===== config.mk =====
export PLATFORM = sky130hd
export DESIGN_NAME = pill_feeder
export DESIGN_NICKNAME = d
export VERILOG_FILES = /design/src/rtl/pill_feeder.sv
export SDC_FILE = /design/constraint.sdc
export NUM_CORES = 1
export LEC_CHECK = 0
export ABC_CLOCK_PERIOD_IN_PS = 3300
export BUFFER_PORTS_ARGS = -buffer_cell sky130_fd_sc_hd__buf_4
export CAP_MARGIN = 20
export CORE_ASPECT_RATIO = 0.6
export CORE_MARGIN = 3
export CORE_UTILIZATION = 61
export CTS_CLUSTER_SIZE = 10
export DETAILED_ROUTE_END_ITERATION = 6
export HOLD_SLACK_MARGIN = 0.06
export PLACE_DENSITY = 0.85
export SYNTH_ARGS = -nofsm -noshare
export SYNTH_HDL_FRONTEND = slang
export SYNTH_SLANG_ARGS = --single-unit

===== constraint.sdc =====
create_clock -name clk -period 3.3 [get_ports clk]
set_clock_uncertainty 0.05 [all_clocks]
set_input_delay 0.66 -clock clk [delete_from_list [all_inputs] [get_ports clk]]
set_output_delay 0.66 -clock clk [all_outputs]
set_load 0.005 [all_outputs]

===== src/rtl/pill_feeder.sv =====
// ---------------------------------------------------------------------------
// pill_feeder -- batch pill dispenser controller.
//
// A batch fills `nbottles` bottles with `pillc` pills each. Between pill
// pulses within one bottle, `gap` idle cycles are inserted. After every
// bottle the conveyor is advanced by one position. The batch parameters are
// captured when the batch starts, so later input changes do not disturb a
// running batch.
//
// Ports:
//   clk            in   clock, all state changes on the rising edge
//   rst            in   synchronous active-high reset
//   start          in   begin a batch (looked at only while idle)
//   pillc[5:0]     in   pills per bottle
//   nbottles[7:0]  in   bottles per batch
//   gap[3:0]       in   idle cycles between pills of one bottle
//   bottle_rdy     in   empty bottle in place under the chute
//   abort          in   cancel the running batch (counters keep their values)
//   pill           out  one-cycle pulse per dropped pill
//   conv           out  one-cycle pulse to advance the conveyor
//   busy           out  high whenever a batch is in progress
//   done           out  one-cycle pulse on normal batch completion
//   bottles_filled out  bottles completed in the current/last batch
//   pills_total    out  pills dropped in the current/last batch (saturating)
//
// The pulse outputs are Moore outputs of the state: they are registered from
// the next-state value, so each one is high exactly while the state register
// holds the matching state.
// ---------------------------------------------------------------------------
module pill_feeder (
    input  logic        clk,
    input  logic        rst,
    input  logic        start,
    input  logic [5:0]  pillc,
    input  logic [7:0]  nbottles,
    input  logic [3:0]  gap,
    input  logic        bottle_rdy,
    input  logic        abort,
    output logic        pill,
    output logic        conv,
    output logic        busy,
    output logic        done,
    output logic [7:0]  bottles_filled,
    output logic [15:0] pills_total
);

    typedef enum logic [2:0] {
        IDLE        = 3'd0,
        WAIT_BOTTLE = 3'd1,
        DROP        = 3'd2,
        GAP         = 3'd3,
        ADVANCE     = 3'd4,
        DONE        = 3'd5
    } state_t;

    state_t      state_r;
    state_t      next_state_s;

    logic [5:0]  pillc_r;
    logic [7:0]  nbottles_r;
    logic [3:0]  gap_r;
    logic [5:0]  pill_cnt_r;
    logic [3:0]  gap_cnt_r;
    logic [7:0]  bottles_r;
    logic [15:0] total_r;
    logic        pill_r;
    logic        conv_r;
    logic        busy_r;
    logic        done_r;

    // Increment that sticks at the top value instead of wrapping.
    function automatic logic [15:0] sat_inc16(input logic [15:0] v);
        if (v == 16'hFFFF) begin
            return v;
        end else begin
            return v + 16'd1;
        end
    endfunction

    // Next-state decision; abort overrides every other transition.
    always_comb begin
        next_state_s = state_r;
        if ((state_r != IDLE) && abort) begin
            next_state_s = IDLE;
        end else begin
            case (state_r)
                IDLE: begin
                    if (start) begin
                        // Parameters are latched on this same edge, so the
                        // live inputs decide the empty-batch shortcut.
                        if ((pillc == 6'd0) || (nbottles == 8'd0)) begin
                            next_state_s = DONE;
                        end else begin
                            next_state_s = WAIT_BOTTLE;
                        end
                    end else begin
                        next_state_s = IDLE;
                    end
                end
                WAIT_BOTTLE: begin
                    if (bottle_rdy) begin
                        next_state_s = DROP;
                    end else begin
                        next_state_s = WAIT_BOTTLE;
                    end
                end
                DROP: begin
                    if ((pill_cnt_r + 6'd1) == pillc_r) begin
                        next_state_s = ADVANCE;
                    end else if (gap_r == 4'd0) begin
                        next_state_s = DROP;
                    end else begin
                        next_state_s = GAP;
                    end
                end
                GAP: begin
                    if (gap_cnt_r == 4'd1) begin
                        next_state_s = DROP;
                    end else begin
                        next_state_s = GAP;
                    end
                end
                ADVANCE: begin
                    if ((bottles_r + 8'd1) == nbottles_r) begin
                        next_state_s = DONE;
                    end else begin
                        next_state_s = WAIT_BOTTLE;
                    end
                end
                DONE: begin
                    next_state_s = IDLE;
                end
                default: begin
                    next_state_s = IDLE;
                end
            endcase
        end
    end

    // State register, registered Moore outputs, latched parameters and counters.
    always_ff @(posedge clk) begin
        if (rst) begin
            state_r    <= IDLE;
            pillc_r    <= 6'd0;
            nbottles_r <= 8'd0;
            gap_r      <= 4'd0;
            pill_cnt_r <= 6'd0;
            gap_cnt_r  <= 4'd0;
            bottles_r  <= 8'd0;
            total_r    <= 16'd0;
            pill_r     <= 1'b0;
            conv_r     <= 1'b0;
            busy_r     <= 1'b0;
            done_r     <= 1'b0;
        end else begin
            state_r <= next_state_s;
            pill_r  <= (next_state_s == DROP);
            conv_r  <= (next_state_s == ADVANCE);
            busy_r  <= (next_state_s != IDLE);
            done_r  <= (next_state_s == DONE);

            if (state_r == IDLE) begin
                if (start) begin
                    pillc_r    <= pillc;
                    nbottles_r <= nbottles;
                    gap_r      <= gap;
                    pill_cnt_r <= 6'd0;
                    gap_cnt_r  <= 4'd0;
                    bottles_r  <= 8'd0;
                    total_r    <= 16'd0;
                end else begin
                    pill_cnt_r <= pill_cnt_r;
                end
            end else if (!abort) begin
                case (state_r)
                    DROP: begin
                        pill_cnt_r <= pill_cnt_r + 6'd1;
                        total_r    <= sat_inc16(total_r);
                        if (next_state_s == GAP) begin
                            gap_cnt_r <= gap_r;
                        end else begin
                            gap_cnt_r <= gap_cnt_r;
                        end
                    end
                    GAP: begin
                        gap_cnt_r <= gap_cnt_r - 4'd1;
                    end
                    ADVANCE: begin
                        bottles_r  <= bottles_r + 8'd1;
                        pill_cnt_r <= 6'd0;
                    end
                    default: begin
                        pill_cnt_r <= pill_cnt_r;
                    end
                endcase
            end else begin
                // Aborted: counters freeze at their current values.
                pill_cnt_r <= pill_cnt_r;
            end
        end
    end

    assign pill           = pill_r;
    assign conv           = conv_r;
    assign busy           = busy_r;
    assign done           = done_r;
    assign bottles_filled = bottles_r;
    assign pills_total    = total_r;

endmodule



==> PnR_summary.wiki <==
{| class="wikitable"
! Metric !! Value
|-
| Result of the run || finished clean
|-
| Cell area after layout || 3790 um^2
|-
| Io pins || 51
|-
| Top achievable clock speed || 0.393 GHz
|-
| Arrival time of the worst setup path || 2710 ps
|-
| Unrepaired setup endpoints after global routing || false
|-
| Total number of nets in the final design || 468
|-
| Clock slew seen by the registers of the worst setup and hold paths || 70 ps
|-
| Total grt overflow || 0
|-
| Total number of yosys warnings || 0
|-
| GRT Overall Usage || 28.1%
|-
| Initial Util || 66.9%
|-
| Number of nets produced by synthesis || 422
|-
| Global-route wire length before repair || 14.0 mm
|-
| Insertion delay of the later-clocked pin in the worst-skew pair || 340 ps
|-
| Buffers & Inverters on Critical Path || 0
|-
| Via count of the first global-routing pass || 2809
|-
| Final-report setup violation count || 0
|-
| Core Region || 4830 um^2
|-
| Number of antenna violations at the first check in global routing || 0
|-
| Final critical delay including setup and external delays || 2550 ps
|-
| Setup fix buffers added after clock tree synthesis || 0
|-
| Fin util || 78.5%
|-
| Count of buffers from port buffering || 50
|-
| Total clock sinks || 59
|-
| Total wirelength of the detailed-routed design || 8.46 mm
|-
| Most frequently used flop master after synthesis || dfxtp_1
|-
| Top Family by Delay on Critical Path || compound AO/OA/AOI/OAI gates
|-
| Placed Instance Area || 3620 um^2
|-
| Setup slack of the most critical reg-to-reg path || 750 ps
|-
| Die X-Extent || 99.9 um
|-
| Largest buffer count on any clock path || 2
|-
| Detail Route Antenna Nets || 0
|-
| Worst Tran Pin Value || 922 ps
|-
| Die height || 62.3 um
|-
| Number of distinct standard cells referenced by the synthesized netlist || 61
|-
| Maximum number of pins on one net before global-route repair || 44
|-
| Final weighted congestion of routability-driven global placement || 0.981
|-
| Starting DRT DRC Count || 322
|-
| # placed instances || 492
|-
| Leakage power figure || 0.00148 uW
|-
| Sequential element share of the synthesized area || 36.6%
|-
| CTS resizes || 0
|-
| Hold-fix buffers, CTS || 0
|-
| Die Footprint || 6230 um^2
|-
| Post-synth EDFFs || 0
|-
| Synthesized netlist cell count || 394
|-
| CP startpoint kind || flip-flop
|-
| Share of post-route cells with drive strength above 1 || 19.6%
|-
| Critical path required time || 3460 ps
|-
| Slowest Stage Delay on Critical Path || 720 ps
|-
| Post-synthesis sequential element count || 59
|-
| Non-filler cells, final || 508
|-
| Dominant cells by area after synthesis || dfxtp_1 37%, nand2_1 6.7%, a21oi_1 5.4%
|-
| Setup total negative slack || 0 ps
|-
| Number of hold violations in the final report || 0
|-
| Post-synth design cell area || 3230 um^2
|-
| Synthesized area divided by synthesized cell count || 8.19 um^2
|-
| Post-synth ARST share || 0%
|-
| Level count of the clock H-tree || 3
|-
| Period utilization || 77.2%
|-
| Top cell type's share of synthesized area || 36.6%
|-
| Path type of the worst min-delay path || flip-flop to flip-flop
|-
| Vias per Instance || 6.13
|-
| Area Overhead vs Synth || 17.4%
|-
| Endpoint type of the worst setup path || flip-flop
|-
| Via total after detailed routing || 3116
|-
| Maximum vdd drop || 0.000305 V
|-
| Half-perimeter wire length of the detailed placement result || 6.16 mm
|-
| Power Dens Cells || 409 nW/um^2
|-
| Clock tree from TritonCTS || yes
|-
| Synth area leader || dfxtp_1
|-
| Reported max-cap violation count || 0
|-
| Cell chain of the critical path || nand2b_1, or3_4, a2111oi_4, o221ai_2, a221oi_1, a211oi_1
|-
| Crit path max-delay cell type || dfxtp_1
|-
| CP Class || flip-flop to flip-flop
|-
| Average wire length per cell after detail routing || 16.6 um
|-
| Row count || 19
|-
| DRC || 0
|-
| First-pass iteration count of the detailed router || 4
|-
| Count of final max-slew check failures || 0
|-
| Relative max-transition margin || 38.1%
|-
| Maximum fanout along the worst path || 19
|-
| Clock root buffer || clkbuf_8
|-
| Number of buffers created by CTS || 9
|-
| Ant diodes || 0
|}
-- cells by family (layout without fill, tap and decap cells) --
kind of cell	after synthesis	in the layout	synth area share, %
XOR/XNOR	32	32	8.69
buffers and inverters	24	75	3.33
AO/OA/AOI/OAI	90	90	20.3
AND/OR/NAND/NOR	184	184	29.1
flip-flops	59	59	36.6
adder cells (fa/ha/maj)	5	5	1.94
-- power breakdown --
group / switching (uW) / internal (uW)
clock network: 298 / 267
logic: 128 / 90.2
registers: 29.3 / 736
total: 455 / 1090
-- per-layer routing --
layer | global-route usage (%) | up-vias | routed length (um)
met5 | 0 | - | 0
met4 | 9.03 | 0 | 108
met3 | 6.26 | 14 | 799
met2 | 38.9 | 150 | 3550
met1 | 42.6 | 1448 | 4000
li1 | - | 1504 | -
-- path summary, 6_finish.rpt --
path	from	endpoint	depth (start not counted)
min	nbottles_r[2]$_SDFFE_PP0P_	nbottles_r[2]$_SDFFE_PP0P_	2
max reg2reg	state_r[1]$_SDFF_PP0_	gap_cnt_r[1]$_SDFFE_PP0P_	6
min reg2reg	nbottles_r[2]$_SDFFE_PP0P_	nbottles_r[2]$_SDFFE_PP0P_	2
max	state_r[1]$_SDFF_PP0_	gap_cnt_r[1]$_SDFFE_PP0P_	6
-- state kept, by name, indices dropped and copies added, names as in the netlist, 3 cells and up --
signal,count
gap_r,4
nbottles_r,8
gap_cnt_r,4
pill_cnt_r,6
pillc_r,6
bottles_filled,8
pills_total,16
state_r,3
-- cell type report --
cell class              instances  area [um^2]
multi-input cells             311         1940
flip-flops and latches         59         1180
fillers                       347         1040
repair buffers                 53          398
clock buffers                   9          124
well taps                      63         78.8
clock inverters                 7         45.0
inverters                       6         22.5
-- layout by cell type, fill, tap and decap left out, types with 3 or more instances in the layout --
cell type,Yosys,final
or2_2,4,4
clkinv_2,0,3
nor2b_1,10,10
nor2_1,35,35
o31ai_1,7,7
clkbuf_8,0,9
clkinvlp_4,0,4
inv_1,6,6
o22ai_1,4,4
ha_1,5,5
nor4_1,5,5
nand2_1,58,58
nand3b_1,3,3
xor2_1,17,17
buf_4,0,53
nor3_1,13,13
and4_1,3,3
and2_1,3,3
xnor2_1,15,15
nand3_1,15,15
o21ai_0,13,13
nand2b_1,4,4
nand4_1,9,9
dfxtp_1,59,59
or3_1,3,3
and3_1,6,6
a21oi_1,35,35
-- through the flow --
stage | hold slack [ps] | power (uW) | worst slack, ps
3_5_place_dp | 416 | 993 | 789
3_3_place_gp | 407 | 984 | 935
4_1_cts | 425 | 1550 | 794
6_report | 426 | 1550 | 753
5_1_grt | 453 | 1610 | 578
2_1_floorplan | 398 | 920 | 1120
-- worst reg2reg max path: stages, from the launching register on --
cell and delay [ps]:
dfxtp_1 720, nand2b_1 250, or3_4 440, a2111oi_4 380, o221ai_2 210, a221oi_1 280
a211oi_1 80
-- cell usage after synthesis (3+ instances only) --
master and count:
nor2b_1 10, inv_1 6, and2_1 3, and3_1 6, ha_1 5, and4_1 3
nand4_1 9, xor2_1 17, a21oi_1 35, o31ai_1 7, nand2_1 58, nor4_1 5
nand3b_1 3, or2_2 4, o22ai_1 4, xnor2_1 15, nor3_1 13, nand2b_1 4
or3_1 3, clkbuf_1 14, nand3_1 15, dfxtp_1 59, nor2_1 35, o21ai_0 13
(Power assumes the default switching activity.)
